## config.mk

```make
export PLATFORM = sky130hd
export DESIGN_NAME = fp_addsub_seq_flat
export DESIGN_NICKNAME = d
export VERILOG_FILES = /design/src/rtl/fp_addsub_if.sv /design/src/rtl/fp_addsub_seq.sv /design/src/flat_wrapper.sv
export SDC_FILE = /design/constraint.sdc
export NUM_CORES = 1
export LEC_CHECK = 0
export ABC_AREA = 0
export ABC_CLOCK_PERIOD_IN_PS = 10580
export BUFFER_PORTS_ARGS = -buffer_cell sky130_fd_sc_hd__buf_2
export CAP_MARGIN = 30
export CORE_ASPECT_RATIO = 0.5
export CORE_MARGIN = 1
export CORE_UTILIZATION = 62
export CTS_BUF_LIST = sky130_fd_sc_hd__clkbuf_8
export DETAILED_ROUTE_END_ITERATION = 12
export PLACE_DENSITY = 0.8
export SYNTH_ARGS = -nofsm -noshare
export SYNTH_HDL_FRONTEND = slang
export SYNTH_SLANG_ARGS = --single-unit
```

## constraint.sdc

```tcl
create_clock -name clk -period 10.58 [get_ports clk]
set_clock_uncertainty 0.15 [all_clocks]
set_input_delay 1.058 -clock clk [delete_from_list [all_inputs] [get_ports clk]]
set_output_delay 1.058 -clock clk [all_outputs]
set_load 0.005 [all_outputs]
```

## src/rtl/fp_addsub_if.sv

```systemverilog
// Start/done handshake bundle for the sequential FP add/subtract unit.
// The master issues operands and the slave returns busy/done/result.
interface fp_addsub_if;
    logic        start;
    logic        op_sub;
    logic [31:0] a;
    logic [31:0] b;
    logic        busy;
    logic        done;
    logic [31:0] result;

    modport master (output start, op_sub, a, b, input busy, done, result);
    modport slave  (input start, op_sub, a, b, output busy, done, result);
endinterface

```

## src/rtl/fp_addsub_seq.sv

```systemverilog
// Multi-cycle IEEE-754 single add/subtract: 1-bit/cycle alignment and normalisation.
// Define FP_ADDSUB_RNE_EN for round-to-nearest-even; otherwise results truncate.
module fp_addsub_seq #(
    parameter int          MAX_ALIGN = 26,
    parameter logic [31:0] QNAN      = 32'h7FC00000
) (
    input  logic       clk,
    input  logic       rst_n,
    fp_addsub_if.slave bus
);
    typedef enum logic [2:0] {IDLE, UNPACK, ALIGN, ADD, NORM, ROUND} state_t;

    localparam logic [7:0] MAX_D = 8'(MAX_ALIGN);

    state_t      state, state_nx;
    logic [31:0] a_r, b_r;
    logic        sa, sb, rs;
    logic [7:0]  d;
    logic [26:0] ma, mb;
    logic [27:0] sum;
    logic [9:0]  re;
    logic [31:0] result;
    logic        done;

    // Mantissa layout: {hidden, frac[22:0], G, R, S}; sum adds a carry bit on top.
    logic [7:0]  ea_u, eb_u;
    logic        a_zero, b_zero, a_inf, b_inf, a_nan, b_nan;
    logic [26:0] ma_u, mb_u;

    assign ea_u   = a_r[30:23];
    assign eb_u   = b_r[30:23];
    assign a_zero = (ea_u == 8'h00);
    assign b_zero = (eb_u == 8'h00);
    assign a_inf  = (ea_u == 8'hFF) && (a_r[22:0] == 23'd0);
    assign b_inf  = (eb_u == 8'hFF) && (b_r[22:0] == 23'd0);
    assign a_nan  = (ea_u == 8'hFF) && (a_r[22:0] != 23'd0);
    assign b_nan  = (eb_u == 8'hFF) && (b_r[22:0] != 23'd0);
    assign ma_u   = a_zero ? 27'd0 : {1'b1, a_r[22:0], 3'b000};
    assign mb_u   = b_zero ? 27'd0 : {1'b1, b_r[22:0], 3'b000};

    logic        spec;
    logic [31:0] spec_res;

    always_comb begin
        spec     = 1'b1;
        spec_res = 32'd0;
        if (a_nan || b_nan)
            spec_res = QNAN;
        else if (a_inf && b_inf)
            spec_res = (a_r[31] != b_r[31]) ? QNAN : a_r;
        else if (a_inf)
            spec_res = a_r;
        else if (b_inf)
            spec_res = b_r;
        else if (a_zero && b_zero)
            spec_res = {a_r[31] & b_r[31], 31'd0};
        else
            spec = 1'b0;
    end

    logic [27:0] add_sum;
    logic        add_sign;

    always_comb begin
        if (sa == sb) begin
            add_sum  = {1'b0, ma} + {1'b0, mb};
            add_sign = sa;
        end else if (ma >= mb) begin
            add_sum  = {1'b0, ma - mb};
            add_sign = sa;
        end else begin
            add_sum  = {1'b0, mb - ma};
            add_sign = sb;
        end
    end

    logic        inc;
    logic [24:0] rnd;
    logic [9:0]  re_r;
    logic [22:0] frac_r;
    logic [31:0] rnd_res;

`ifdef FP_ADDSUB_RNE_EN
    assign inc = sum[2] & (sum[1] | sum[0] | sum[3]);
`else
    assign inc = 1'b0;
`endif

    always_comb begin
        rnd     = {1'b0, sum[26:3]} + {24'd0, inc};
        re_r    = re + {9'd0, rnd[24]};
        // A rounding carry leaves exactly 1.000..0, so the fraction is zero.
        frac_r  = rnd[24] ? 23'd0 : rnd[22:0];
        rnd_res = (re_r >= 10'd255) ? {rs, 8'hFF, 23'd0} : {rs, re_r[7:0], frac_r};
    end

    always_ff @(posedge clk) begin
        if (!rst_n) state <= IDLE;
        else        state <= state_nx;
    end

    always_comb begin
        state_nx = state;
        case (state)
            IDLE:   if (bus.start) state_nx = UNPACK;
            UNPACK: state_nx = spec ? IDLE : ALIGN;
            ALIGN:  if (d == 8'd0 || d == 8'd1 || d > MAX_D) state_nx = ADD;
            ADD:    state_nx = (add_sum == 28'd0) ? IDLE : NORM;
            NORM: begin
                if (sum[27] || sum[26]) state_nx = ROUND;
                else if (re <= 10'd1)   state_nx = IDLE;
            end
            ROUND:  state_nx = IDLE;
            default: state_nx = IDLE;
        endcase
    end

    always_ff @(posedge clk) begin
        if (!rst_n) begin
            result <= 32'd0;
            done   <= 1'b0;
        end else begin
            done <= 1'b0;
            case (state)
                IDLE: if (bus.start) begin
                    a_r <= bus.a;
                    b_r <= {bus.b[31] ^ bus.op_sub, bus.b[30:0]};
                end
                UNPACK: begin
                    if (spec) begin
                        result <= spec_res;
                        done   <= 1'b1;
                    end else if (eb_u > ea_u) begin
                        sa <= b_r[31];  sb <= a_r[31];
                        ma <= mb_u;     mb <= ma_u;
                        re <= {2'b00, eb_u};
                        d  <= eb_u - ea_u;
                    end else begin
                        sa <= a_r[31];  sb <= b_r[31];
                        ma <= ma_u;     mb <= mb_u;
                        re <= {2'b00, ea_u};
                        d  <= ea_u - eb_u;
                    end
                end
                ALIGN: begin
                    if (d > MAX_D) begin
                        mb <= {26'd0, |mb};
                        d  <= 8'd0;
                    end else if (d != 8'd0) begin
                        mb <= {1'b0, mb[26:2], mb[1] | mb[0]};
                        d  <= d - 8'd1;
                    end
                end
                ADD: begin
                    if (add_sum == 28'd0) begin
                        result <= 32'd0;
                        done   <= 1'b1;
                    end else begin
                        sum <= add_sum;
                        rs  <= add_sign;
                    end
                end
                NORM: begin
                    if (sum[27]) begin
                        sum <= {1'b0, sum[27:2], sum[1] | sum[0]};
                        re  <= re + 10'd1;
                    end else if (!sum[26]) begin
                        if (re > 10'd1) begin
                            sum <= {sum[26:0], 1'b0};
                            re  <= re - 10'd1;
                        end else begin
                            // Result would be subnormal: flush.
                            result <= {rs, 31'd0};
                            done   <= 1'b1;
                        end
                    end
                end
                ROUND: begin
                    result <= rnd_res;
                    done   <= 1'b1;
                end
                default: ;
            endcase
        end
    end

    assign bus.busy   = (state != IDLE) || done;
    assign bus.done   = done;
    assign bus.result = result;
endmodule

```

## src/flat_wrapper.sv

```systemverilog
// flat-port wrapper written by rule: the top's interface ports become plain ports
module fp_addsub_seq_flat 
#(
    parameter int          MAX_ALIGN = 26,
    parameter logic [31:0] QNAN      = 32'h7FC00000
)
  (clk, rst_n, bus_start, bus_op_sub, bus_a, bus_b, bus_busy, bus_done, bus_result);
  fp_addsub_if bus_i ();
  input  logic clk;
  input  logic rst_n;
  input wire logic [$bits(bus_i.start)-1:0] bus_start;
  input wire logic [$bits(bus_i.op_sub)-1:0] bus_op_sub;
  input wire logic [$bits(bus_i.a)-1:0] bus_a;
  input wire logic [$bits(bus_i.b)-1:0] bus_b;
  output wire logic [$bits(bus_i.busy)-1:0] bus_busy;
  output wire logic [$bits(bus_i.done)-1:0] bus_done;
  output wire logic [$bits(bus_i.result)-1:0] bus_result;
  assign bus_i.start = bus_start;
  assign bus_i.op_sub = bus_op_sub;
  assign bus_i.a = bus_a;
  assign bus_i.b = bus_b;
  assign bus_busy = bus_i.busy;
  assign bus_done = bus_i.done;
  assign bus_result = bus_i.result;
  fp_addsub_seq #(.MAX_ALIGN(MAX_ALIGN), .QNAN(QNAN)) u_core (.clk(clk), .rst_n(rst_n), .bus(bus_i));
endmodule
```

==> metrics.yaml <==
outcome:
  outcome: "complete, no violations"
die:
  die_area_mm2: 0.0227
  num_rows: 37
  die_x_um: 212
  num_io_pins: 102
  fp.dieH_um: 107
  initial_core_util: 0.649
  core-area_mm2: 0.0211
synth:
  synth_mux_area_frac: 0.0199
  syn-num-nets: 1641
  synth_area_mm2: 0.0137
  synth-async-reset-ratio: 0
  synth_top_area_share: 0.360
  synth_edf_count: 164
  synth_ff_type: "edfxtp_1"
  synth_area_per_cell_um2: 9.29
  synth_fa_ha_area_frac: 0.0946
  ys_ff_latch: 200
  yosys.area.top_type: "edfxtp_1"
  synth_top_family_by_area: "compound AO/OA/AOI/OAI gates"
  synth.area.top_cells: "edfxtp_1, ha_1, dfxtp_1"
  synth.distinct_cells: 84
  synth-seq-area-share: 0.413
  synth_warnings: 0
  syn_inst: 1472
  synth_compound_area_frac: 0.225
  synth-xor-area-share: 0.0327
  synth-simple-area-share: 0.161
timing:
  fmax_mhz: 165
  setup_viol: 0
  hold_violations: 0
  rsz0062_at_grt: "no"
  maxSlewHeadroom: 0.260
  period_minus_slack_ns: 6.04
  worst_pin_slew_ns: 1.10
  period_share: 0.571
  finalSetupTns_ns: 0
  slew_viol_final: 0
clock_network:
  cts_setup_buffers: 0
  clk_pin_slew_worst_paths_ns: 0.14
  clock_sinks: 200
  h-tree-depth: 4
  cts.path.max_buffers: 2
  cts_root_buffer: "clkbuf_8"
  cts_tree: "built"
  clkLatencyLatePin_ns: 0.55
  cts_repair_resize_count: 0
  holdBufCountCts: 0
  cts_buffers: 17
setup_path:
  start_kind: "flop"
  path_max_fanout: 23
  end_kind: "flop"
  regToRegSetupSlack_ns: 4.54
  worst_ep_arrival_time_ns: 6.31
  critPathKind: "reg -> reg"
  cp.required_ns: 10.85
power_and_ir_drop:
  vdd.ir_drop.worst_mv: 0.140
  leakagePower_uw: 0.00574
  powerDensity_mw_per_mm2: 135
  power.total_uw: 2000
finish:
  fillers: 1529
  regArea_mm2: 0.00565
  multiInputGateArea_mm2: 0.00736
  diodes: 0
  syn_to_final_growth_pct: 8.09
  final_common_cell: "edfxtp_1"
  final_cell_mix: "edfxtp_1, nand2_1, nor2_1"
  final_nets: 1686
  drive_above_1_share: 0.122
drt:
  antenna_left: 0
  routed_wl_um: 42600
  wire_per_inst_um: 23.4
  viasPerCell: 6.78
  met1_length_um: 18500
  highest_layer: "met4"
  dr.pass1.iters: 6
  vias: 12341
  drc: 0
  dr_wl_met3_um: 6630
  route.met2.wl_um: 16900
  drt_iter0_markers: 1907
grt:
  grt_overflow: 0
  grt.total_usage: 0.385
  grt_max_degree: 65
  grt_first_pass_wirelength_um: 64900
  grt_pass1_vias: 11102
  antenna_found_initial: 1
place:
  dp_hpwl_um: 32900
  port_buffers: 101
  gp_congestion: 1.02
hold_path:
  hold_class: "reg -> reg"
flow_run:
  drv_cap: 0
[cell families (layout without fill, tap and decap cells)]
logic type / after synthesis / count (layout)
AO/OA/AOI/OAI: 459 / 459
AND/OR/NAND/NOR: 458 / 458
XOR/XNOR: 51 / 51
buffers and inverters: 177 / 234
flip-flops: 200 / 200
multiplexers: 26 / 26
adder cells (fa/ha/maj): 101 / 101
[synth_stat cells (7+ instances only)]
library cell	instances
a211oi_1	11
a21o_1	14
a21oi_1	97
a22o_1	25
a22oi_1	25
a31oi_1	11
a32oi_1	25
and2_1	10
buf_1	7
buf_2	19
clkbuf_1	54
dfxtp_1	36
edfxtp_1	164
ha_1	97
inv_1	88
mux2_2	9
mux2i_1	16
nand2_1	161
nand2b_1	12
nand3_1	19
nand4_1	20
nor2_1	115
nor2b_1	15
nor3_1	27
nor4_1	29
o211a_1	8
o21a_1	21
o21ai_0	88
o21ai_1	27
o21bai_1	8
o22ai_1	30
o31ai_1	11
or3_1	7
xnor2_1	37
xor2_1	14
[per-stage QoR]
stage                      util  setup slack [ns]  area (um^2)  cells  hold WS, ns
after floorplan               -              1.99        13700   1472        0.295
after global placement    0.678              4.66        14300   1786        0.284
after detailed placement  0.683              4.75        14400   1790        0.289
after CTS                 0.702              4.72        14800   1821        0.303
after global routing      0.702              4.32        14800   1821        0.325
final                     0.702              4.54        14800   1821        0.301
[flip-flops by register name, summed over array words and instances, names as in the netlist]
register / cells
u_core.sa: 1
u_core.bus.done: 1
u_core.d: 8
u_core.a_r: 32
u_core.bus.result: 32
u_core.b_r: 32
u_core.mb: 27
u_core.rs: 1
u_core.re: 10
u_core.sum: 28
u_core.state: 3
u_core.ma: 24
u_core.sb: 1
[per-layer routing]
layer	GRT usage	vias to the layer above
li1	-	5535
met1	0.576	5861
met2	0.517	895
met3	0.141	50
met4	0.0895	0
met5	0	-
[where the power goes]
group / switching [uW] / internal (uW) / total, uW / leakage (uW)
Combinational: 348 / 187 / 535 / 0.00374
Clock: 327 / 180 / 507 / 0.000200
Sequential: 43.4 / 910 / 953 / 0.00180
Total: 719 / 1280 / 2000 / 0.00574
[final cells by class]
class | instances | share of cell area
multi-input cells | 1095 | 0.498
well taps | 292 | 0.0247
repair buffers | 115 | 0.0459
clock buffers | 17 | 0.0158
inverters | 88 | 0.0224
clock inverters | 14 | 0.0112
flip-flops and latches | 200 | 0.382
[final timing paths]
check | from | cells after the start | end
min reg2reg | u_core.bus.result[2]$_SDFFE_PN0P_ | 2 | u_core.bus.result[2]$_SDFFE_PN0P_
max reg2reg | u_core.mb[20]$_DFFE_PP_ | 15 | u_core.bus.result[3]$_SDFFE_PN0P_
min | u_core.bus.result[2]$_SDFFE_PN0P_ | 2 | u_core.bus.result[2]$_SDFFE_PN0P_
max | u_core.mb[20]$_DFFE_PP_ | 15 | u_core.bus.result[3]$_SDFFE_PN0P_
[worst max-delay path: stages, from the launching register on]
cell and delay (ns):
edfxtp_1 0.45, inv_1 0.10, ha_1 0.52, a21oi_1 0.38
o21ai_2 0.13, a221oi_4 0.39, o211ai_4 0.29, nor2_1 0.88
o21ai_0 0.36, o21ai_1 0.23, xnor2_1 0.21, or4_1 0.59
nor4_2 0.28, or2_1 0.56, buf_8 0.25, o21ai_1 0.09
No activity file was read; power rests on OpenSTA's default activity.
